$ cat src/rtl/branch_res_station.sv
// Branch/jump reservation station: collapsing queue (slot 0 oldest), CDB wakeup,
// oldest-ready issue over a valid/ready handshake.
module branch_res_station #(
  parameter int unsigned DEPTH = 4,
  parameter int unsigned TAG_W = 6,
  parameter int unsigned ROB_W = 4
) (
  input  logic             clk,
  input  logic             rst,
  input  logic             flush,
  input  logic             disp_valid,
  output logic             disp_ready,
  input  logic [31:0]      disp_pc,
  input  logic [31:0]      disp_imm,
  input  logic [2:0]       disp_funct3,
  input  logic [1:0]       disp_br_jump_sel,
  input  logic [ROB_W-1:0] disp_rob_idx,
  input  logic [TAG_W-1:0] disp_src1_tag,
  input  logic             disp_src1_rdy,
  input  logic [31:0]      disp_src1_v,
  input  logic [TAG_W-1:0] disp_src2_tag,
  input  logic             disp_src2_rdy,
  input  logic [31:0]      disp_src2_v,
  input  logic             cdb_valid,
  input  logic [TAG_W-1:0] cdb_tag,
  input  logic [31:0]      cdb_data,
  output logic             iss_valid,
  input  logic             iss_ready,
  output logic [31:0]      iss_pc,
  output logic [31:0]      iss_imm,
  output logic [2:0]       iss_funct3,
  output logic [1:0]       iss_br_jump_sel,
  output logic [ROB_W-1:0] iss_rob_idx,
  output logic [31:0]      iss_src1_v,
  output logic [31:0]      iss_src2_v
);

  localparam int unsigned CNT_W = $clog2(DEPTH + 1);

  typedef struct packed {
    logic             valid;
    logic [31:0]      pc;
    logic [31:0]      imm;
    logic [2:0]       funct3;
    logic [1:0]       bj;
    logic [ROB_W-1:0] rob;
    logic [TAG_W-1:0] t1;
    logic             r1;
    logic [31:0]      v1;
    logic [TAG_W-1:0] t2;
    logic             r2;
    logic [31:0]      v2;
  } entry_t;

  entry_t           ent_q   [DEPTH];
  entry_t           ent_d   [DEPTH];
  entry_t           ent_ext [DEPTH+1];
  entry_t           disp_ent;
  entry_t           iss_ent;
  logic [CNT_W-1:0] cnt_q, cnt_d, wr_idx;
  logic [DEPTH-1:0] rdy, sel_oh, at_or_above;
  logic             any_rdy, issue, disp_acc, cdb_hit;

  assign cdb_hit    = cdb_valid && (cdb_tag != '0);
  assign disp_ready = (cnt_q < CNT_W'(DEPTH));
  assign iss_valid  = any_rdy;
  assign issue      = any_rdy && iss_ready && !flush;
  assign disp_acc   = disp_valid && disp_ready && !flush;
  assign wr_idx     = issue ? (cnt_q - CNT_W'(1)) : cnt_q;

  // Oldest-ready select; at_or_above marks slots that collapse on an issue.
  always_comb begin
    logic seen;
    seen    = 1'b0;
    iss_ent = '0;
    for (int i = 0; i < DEPTH; i++) begin
      rdy[i]         = ent_q[i].valid && ent_q[i].r1 && ent_q[i].r2;
      sel_oh[i]      = rdy[i] && !seen;
      seen           = seen || rdy[i];
      at_or_above[i] = seen;
      if (sel_oh[i]) iss_ent = ent_q[i];
    end
    any_rdy = seen;
  end

  assign iss_pc          = iss_ent.pc;
  assign iss_imm         = iss_ent.imm;
  assign iss_funct3      = iss_ent.funct3;
  assign iss_br_jump_sel = iss_ent.bj;
  assign iss_rob_idx     = iss_ent.rob;
  assign iss_src1_v      = iss_ent.v1;
  assign iss_src2_v      = iss_ent.v2;

  always_comb begin
    disp_ent        = '0;
    disp_ent.valid  = 1'b1;
    disp_ent.pc     = disp_pc;
    disp_ent.imm    = disp_imm;
    disp_ent.funct3 = disp_funct3;
    disp_ent.bj     = disp_br_jump_sel;
    disp_ent.rob    = disp_rob_idx;
    disp_ent.t1     = disp_src1_tag;
    disp_ent.r1     = disp_src1_rdy;
    disp_ent.v1     = disp_src1_v;
    disp_ent.t2     = disp_src2_tag;
    disp_ent.r2     = disp_src2_rdy;
    disp_ent.v2     = disp_src2_v;
    if (cdb_hit && !disp_src1_rdy && disp_src1_tag == cdb_tag) begin
      disp_ent.r1 = 1'b1;
      disp_ent.v1 = cdb_data;
    end
    if (cdb_hit && !disp_src2_rdy && disp_src2_tag == cdb_tag) begin
      disp_ent.r2 = 1'b1;
      disp_ent.v2 = cdb_data;
    end
  end

  // Shift, then wake, then insert the dispatched op; flush wins over all.
  always_comb begin
    for (int i = 0; i < DEPTH; i++) ent_ext[i] = ent_q[i];
    ent_ext[DEPTH] = '0;
    for (int i = 0; i < DEPTH; i++) begin
      ent_d[i] = (issue && at_or_above[i]) ? ent_ext[i+1] : ent_q[i];
      if (ent_d[i].valid && cdb_hit && !ent_d[i].r1 && ent_d[i].t1 == cdb_tag) begin
        ent_d[i].r1 = 1'b1;
        ent_d[i].v1 = cdb_data;
      end
      if (ent_d[i].valid && cdb_hit && !ent_d[i].r2 && ent_d[i].t2 == cdb_tag) begin
        ent_d[i].r2 = 1'b1;
        ent_d[i].v2 = cdb_data;
      end
      if (disp_acc && CNT_W'(i) == wr_idx) ent_d[i] = disp_ent;
      if (flush) ent_d[i].valid = 1'b0;
    end
    cnt_d = flush ? '0 : (cnt_q + CNT_W'(disp_acc) - CNT_W'(issue));
  end

  always_ff @(posedge clk or negedge rst) begin
    if (!rst) begin
      for (int i = 0; i < DEPTH; i++) ent_q[i] <= '0;
      cnt_q <= '0;
    end else begin
      ent_q <= ent_d;
      cnt_q <= cnt_d;
    end
  end

endmodule

$ cat config.mk
export PLATFORM = sky130hd
export DESIGN_NAME = branch_res_station
export DESIGN_NICKNAME = d
export VERILOG_FILES = /design/src/rtl/branch_res_station.sv
export SDC_FILE = /design/constraint.sdc
export NUM_CORES = 2
export LEC_CHECK = 0
export CAP_MARGIN = 25
export CELL_PAD_IN_SITES_DETAIL_PLACEMENT = 0
export CELL_PAD_IN_SITES_GLOBAL_PLACEMENT = 1
export CORE_MARGIN = 8
export CORE_UTILIZATION = 44
export DETAILED_ROUTE_END_ITERATION = 10
export DONT_BUFFER_PORTS = 1
export HOLD_SLACK_MARGIN = 0.03
export PLACE_DENSITY = 0.82
export SKIP_CTS_REPAIR_TIMING = 1
export SLEW_MARGIN = 20
export SYNTH_ARGS = -nofsm -noshare
export SYNTH_HDL_FRONTEND = slang
export SYNTH_SLANG_ARGS = --single-unit
$ cat constraint.sdc
create_clock -name clk -period 2.7 [get_ports clk]
set_input_delay 0.135 -clock clk [delete_from_list [all_inputs] [get_ports clk]]
set_output_delay 0.135 -clock clk [all_outputs]
set_load 0.02 [all_outputs]
==> impl_summary.txt <==
----------------------------------------------------
[Cells and area]
  Ratio of cells with drive above 1 in the final layout ... 0.179
  Final instance count without filler cells ... 5378
  Layout area overhead ... 31.4%
  Total Nets Final ... 4546

[CTS]
  Number of CTS-inserted buffers ... 70
  CTS clk-pin slew, worst paths ... 70 ps
  Number of clock sinks ... a little over 600
  Clock Tree Root ... clkbuf_16
  Worst-case clock buffer depth ... 3
  Number of H-tree levels ... 3
  CTS tree ... done
  Worst-skew pair later-pin latency ... 640 ps

[Route]
  Vias after detailed routing ... 34800
  Number of antenna-violating nets in the routed design ... 0
  Overall routed net length ... ~150 mm
  Violation count after the first detailed-routing iteration ... ~4700
  Detailed-route wire length per cell ... 27.4 um
  Total iterations of the first detailed-routing run ... 10
  Drt drc ... 0
  Average vias per placed instance ... between 6 and 7

[STA]
  Final-layout worst hold slack ... a little under 100 ps
  Setup tns final ... -49820 ps
  Final critical-path required period ... approximately 3000 ps
  Count of endpoints failing hold in the final timing report ... 0
  Relative slew slack ... 0.251
  Clock Skew ... 26.3 ps
  RSZ-0062 raised after global routing ... true
  Worst-margin pin slew ... between 1000 and 1500 ps
  Maximum clock frequency ... approximately 330 MHz
  Fin. max-slew vios ... 0
  Final setup vio count ... between 400 and 500
  Slack of the critical path ... -304 ps
  Share of the clock period used by the worst path after layout ... 1.11

[Yosys]
  Flop and latch count out of synthesis ... 611
  Sequential fraction of the synthesis area ... 0.460
  Post-Synthesis Cell Area ... 0.0332 mm2
  Instance count of the mapped netlist ... 4008
  Most instantiated flip-flop cell in the synthesis netlist ... dfrtp_1
  Share of flip-flops with an asynchronous set or reset after synthesis ... 1.00
  Post-synth cell types ... 74
  Count of yosys warnings during synthesis ... 0
  Avg Inst Size Synth ... 8.29 um2
  Number of synthesized flops with an enable pin ... 0
  Post-synthesis net count ... 4207

[Setup path]
  Master of the slowest instance on the critical path ... dfrtp_1
  Peak per-stage delay on the critical path ... 400 ps
  Critical Path AT ... 2870 ps
  Critical path startpoint category ... flip-flop
  Most frequent cell on the critical path ... buf_6
  Top Family by Delay on Critical Path ... buffers and inverters
  Maximum fanout along the worst path ... 11
  Path type of the worst setup path ... reg2out
  Critical Path, Cell by Cell ... buf_6 > and3_4 > buf_6 > buf_12 > buf_12 > nor2_4 > buf_6 > buf_12 > buf_6 > a222oi_1 > a21oi_1 > buf_4
  Crit path buf inv count ... 8
  Critical Path Sink Type ... output port
  Worst Path Required ... 2570 ps

[Power]
  Post-route total power ... 39.4 mW
  Comb pwr share ... 0.326
  Static leakage ... 19.7 nW
  Seq pwr share ... 0.422
  Fraction of power spent switching nets ... 0.358
  IR Drop Worst-Case VDD ... 0.620 mV
  Net switching power of the design ... 14.1 mW
  PD cells ... 903 mW/mm2
  Clock share of power ... 0.252
  Internal power summed over all cells ... 25.3 mW

[Floorplanning]
  Area of the placeable core ... 0.0746 mm2
  Die boundary width ... slightly below 300 um
  Initial standard-cell utilization of the core ... 0.445
  Top Ports ... ~330
  Die footprint ... between 0.08 and 0.09 mm2
  Height of the die ... 291 um
  Number of rows in the core area ... 100

[Min path]
  Class of the most critical hold timing path ... in2reg

[GRT]
  Vias in the first global route ... 31500
  Sum of overflow across all layers after global routing ... 0
  Largest net degree at the start of global routing ... 612
  Wire length of the first global-routing pass ... between 150 and 200 mm
  Number of antenna violations at the first check in global routing ... 11
  Global router's overall resource usage ... 0.294

[Place]
  Final estimated routing congestion in global placement ... 0.900
  Worst setup slack before clock tree synthesis ... -346 ps
  DP HPWL ... 78.6 mm
  Input/output buffers ... 0
  Total instance count after detailed placement ... 4949

[Outcome]
  Result of the run ... finished, violations left
  Violated checks ... setup timing

[Run]
  Reported max-cap violation count ... 0

----------------------------------------------------
==> logic make-up (layout without fill, tap and decap cells) <==
kind of cell             after synthesis  count (layout)  share of synthesized area
AND/OR/NAND/NOR                     1760            1760                      0.212
AO/OA/AOI/OAI                       1081            1081                      0.240
flip-flops                           611             611                      0.460
buffers and inverters                444             837                     0.0548
multiplexers                          73              73                     0.0223
XOR/XNOR                              35              35                    0.00923
adder cells (fa/ha/maj)                4               4                    0.00173
other                                  0               8                          0
==> cell usage in the layout, fill, tap and decap left out, types with 15 or more instances in the layout <==
cell type and count:
a211oi_1 15, a21oi_1 138, a21oi_2 21, a221oi_2 20, a222oi_1 138, a22oi_1 34
a311o_1 27, a31oi_1 286, buf_12 84, buf_4 255, buf_6 46, clkbuf_1 15
clkbuf_16 110, clkbuf_8 17, dfrtp_1 611, dlygate4sd3_1 185, inv_1 83, mux2i_1 63
nand2_1 1064, nand2_2 27, nand3_1 78, nand4_1 40, nor2_1 466, nor2b_1 17
o211ai_1 61, o21ai_0 107, o21ai_1 20, o221a_1 38, o221a_2 67, o22ai_1 21
xor2_1 22
==> synth_stat cells (all sizes together), types with 22 or more instances <==
cell type,instances,area [um2]
a222oi,138,1380
mux2i,69,691
a221oi,37,324
nand4,40,250
nand3,84,425
o21ai,130,651
o221a,107,1200
o22ai,36,225
nor2,475,1790
a31oi,290,1830
o211ai,61,458
xor2,22,193
dfrtp,611,15300
nand2,1096,4110
clkbuf,244,916
a311o,27,270
inv,84,315
a21oi,161,806
buf,116,589
a22oi,34,255
==> final cells by class <==
class / instances / area [um2]
Clock inverter: 23 / 280
Fill cell: 6406 / 30900
Antenna cell: 8 / 20.0
Inverter: 84 / 323
Clock buffer: 103 / 2070
Tap cell: 969 / 1210
Multi-Input combinational cell: 2953 / 17100
Timing Repair Buffer: 627 / 7340
Sequential cell: 611 / 15300
==> state kept, by name (all words and copies together), names as in the netlist <==
signal,flops
cnt_q,3
ent_ext,608
==> per-stage QoR <==
step	area [um2]	utilization
after floorplan	33200	-
after global placement	36400	0.489
after detailed placement	36400	0.489
after CTS	38800	0.520
after global routing	43600	0.585
final	43600	0.585
==> worst paths after layout <==
check | startpoint | endpoint | slack [ps] | cells past startpoint
hold reg to reg | ent_ext[160] | ent_ext[160] | 520 | 2
min in group asynchronous | rst | ent_ext[463] | 190 | 2
setup / recovery | ent_ext[640] | iss_src2_v[15] | -300 | 12
setup reg to reg | ent_ext[640] | ent_ext[364] | -250 | 11
hold / removal | cdb_tag[0] | ent_ext[527] | 100 | 5
max in group asynchronous | rst | ent_ext[256] | 450 | 4
==> worst register-to-register path, cell delays in order (launching register included) <==
cell,delay [ps]
dfrtp_1,400
buf_6,120
and3_4,160
buf_6,130
buf_4,130
o21ai_4,260
a21oi_2,50
a2111o_1,300
or4_4,460
mux2_4,390
buf_12,190
o221a_1,240
==> power groups by stage <==
stage | registers (mW) | clock network (mW) | logic, mW
floorplan | 15.7 | 0 | 7.82
global placement | 16.5 | 0 | 10.5
detailed placement | 16.5 | 0 | 10.8
CTS | 16.4 | 10.0 | 10.9
global route | 17.1 | 10.4 | 14.0
finish | 16.6 | 9.94 | 12.8
==> per-layer routing <==
| metal | GRT usage | part of all wire | up-vias |
|---|---|---|---|
| met5 | 0 | 0.00026 | - |
| met3 | 0.0717 | 0.11 | 503 |
| met4 | 0.109 | 0.052 | 6 |
| met1 | 0.375 | 0.38 | 16900 |
| met2 | 0.481 | 0.46 | 2351 |
| li1 | - | - | 15100 |
Power figures use the tool's default switching activity.
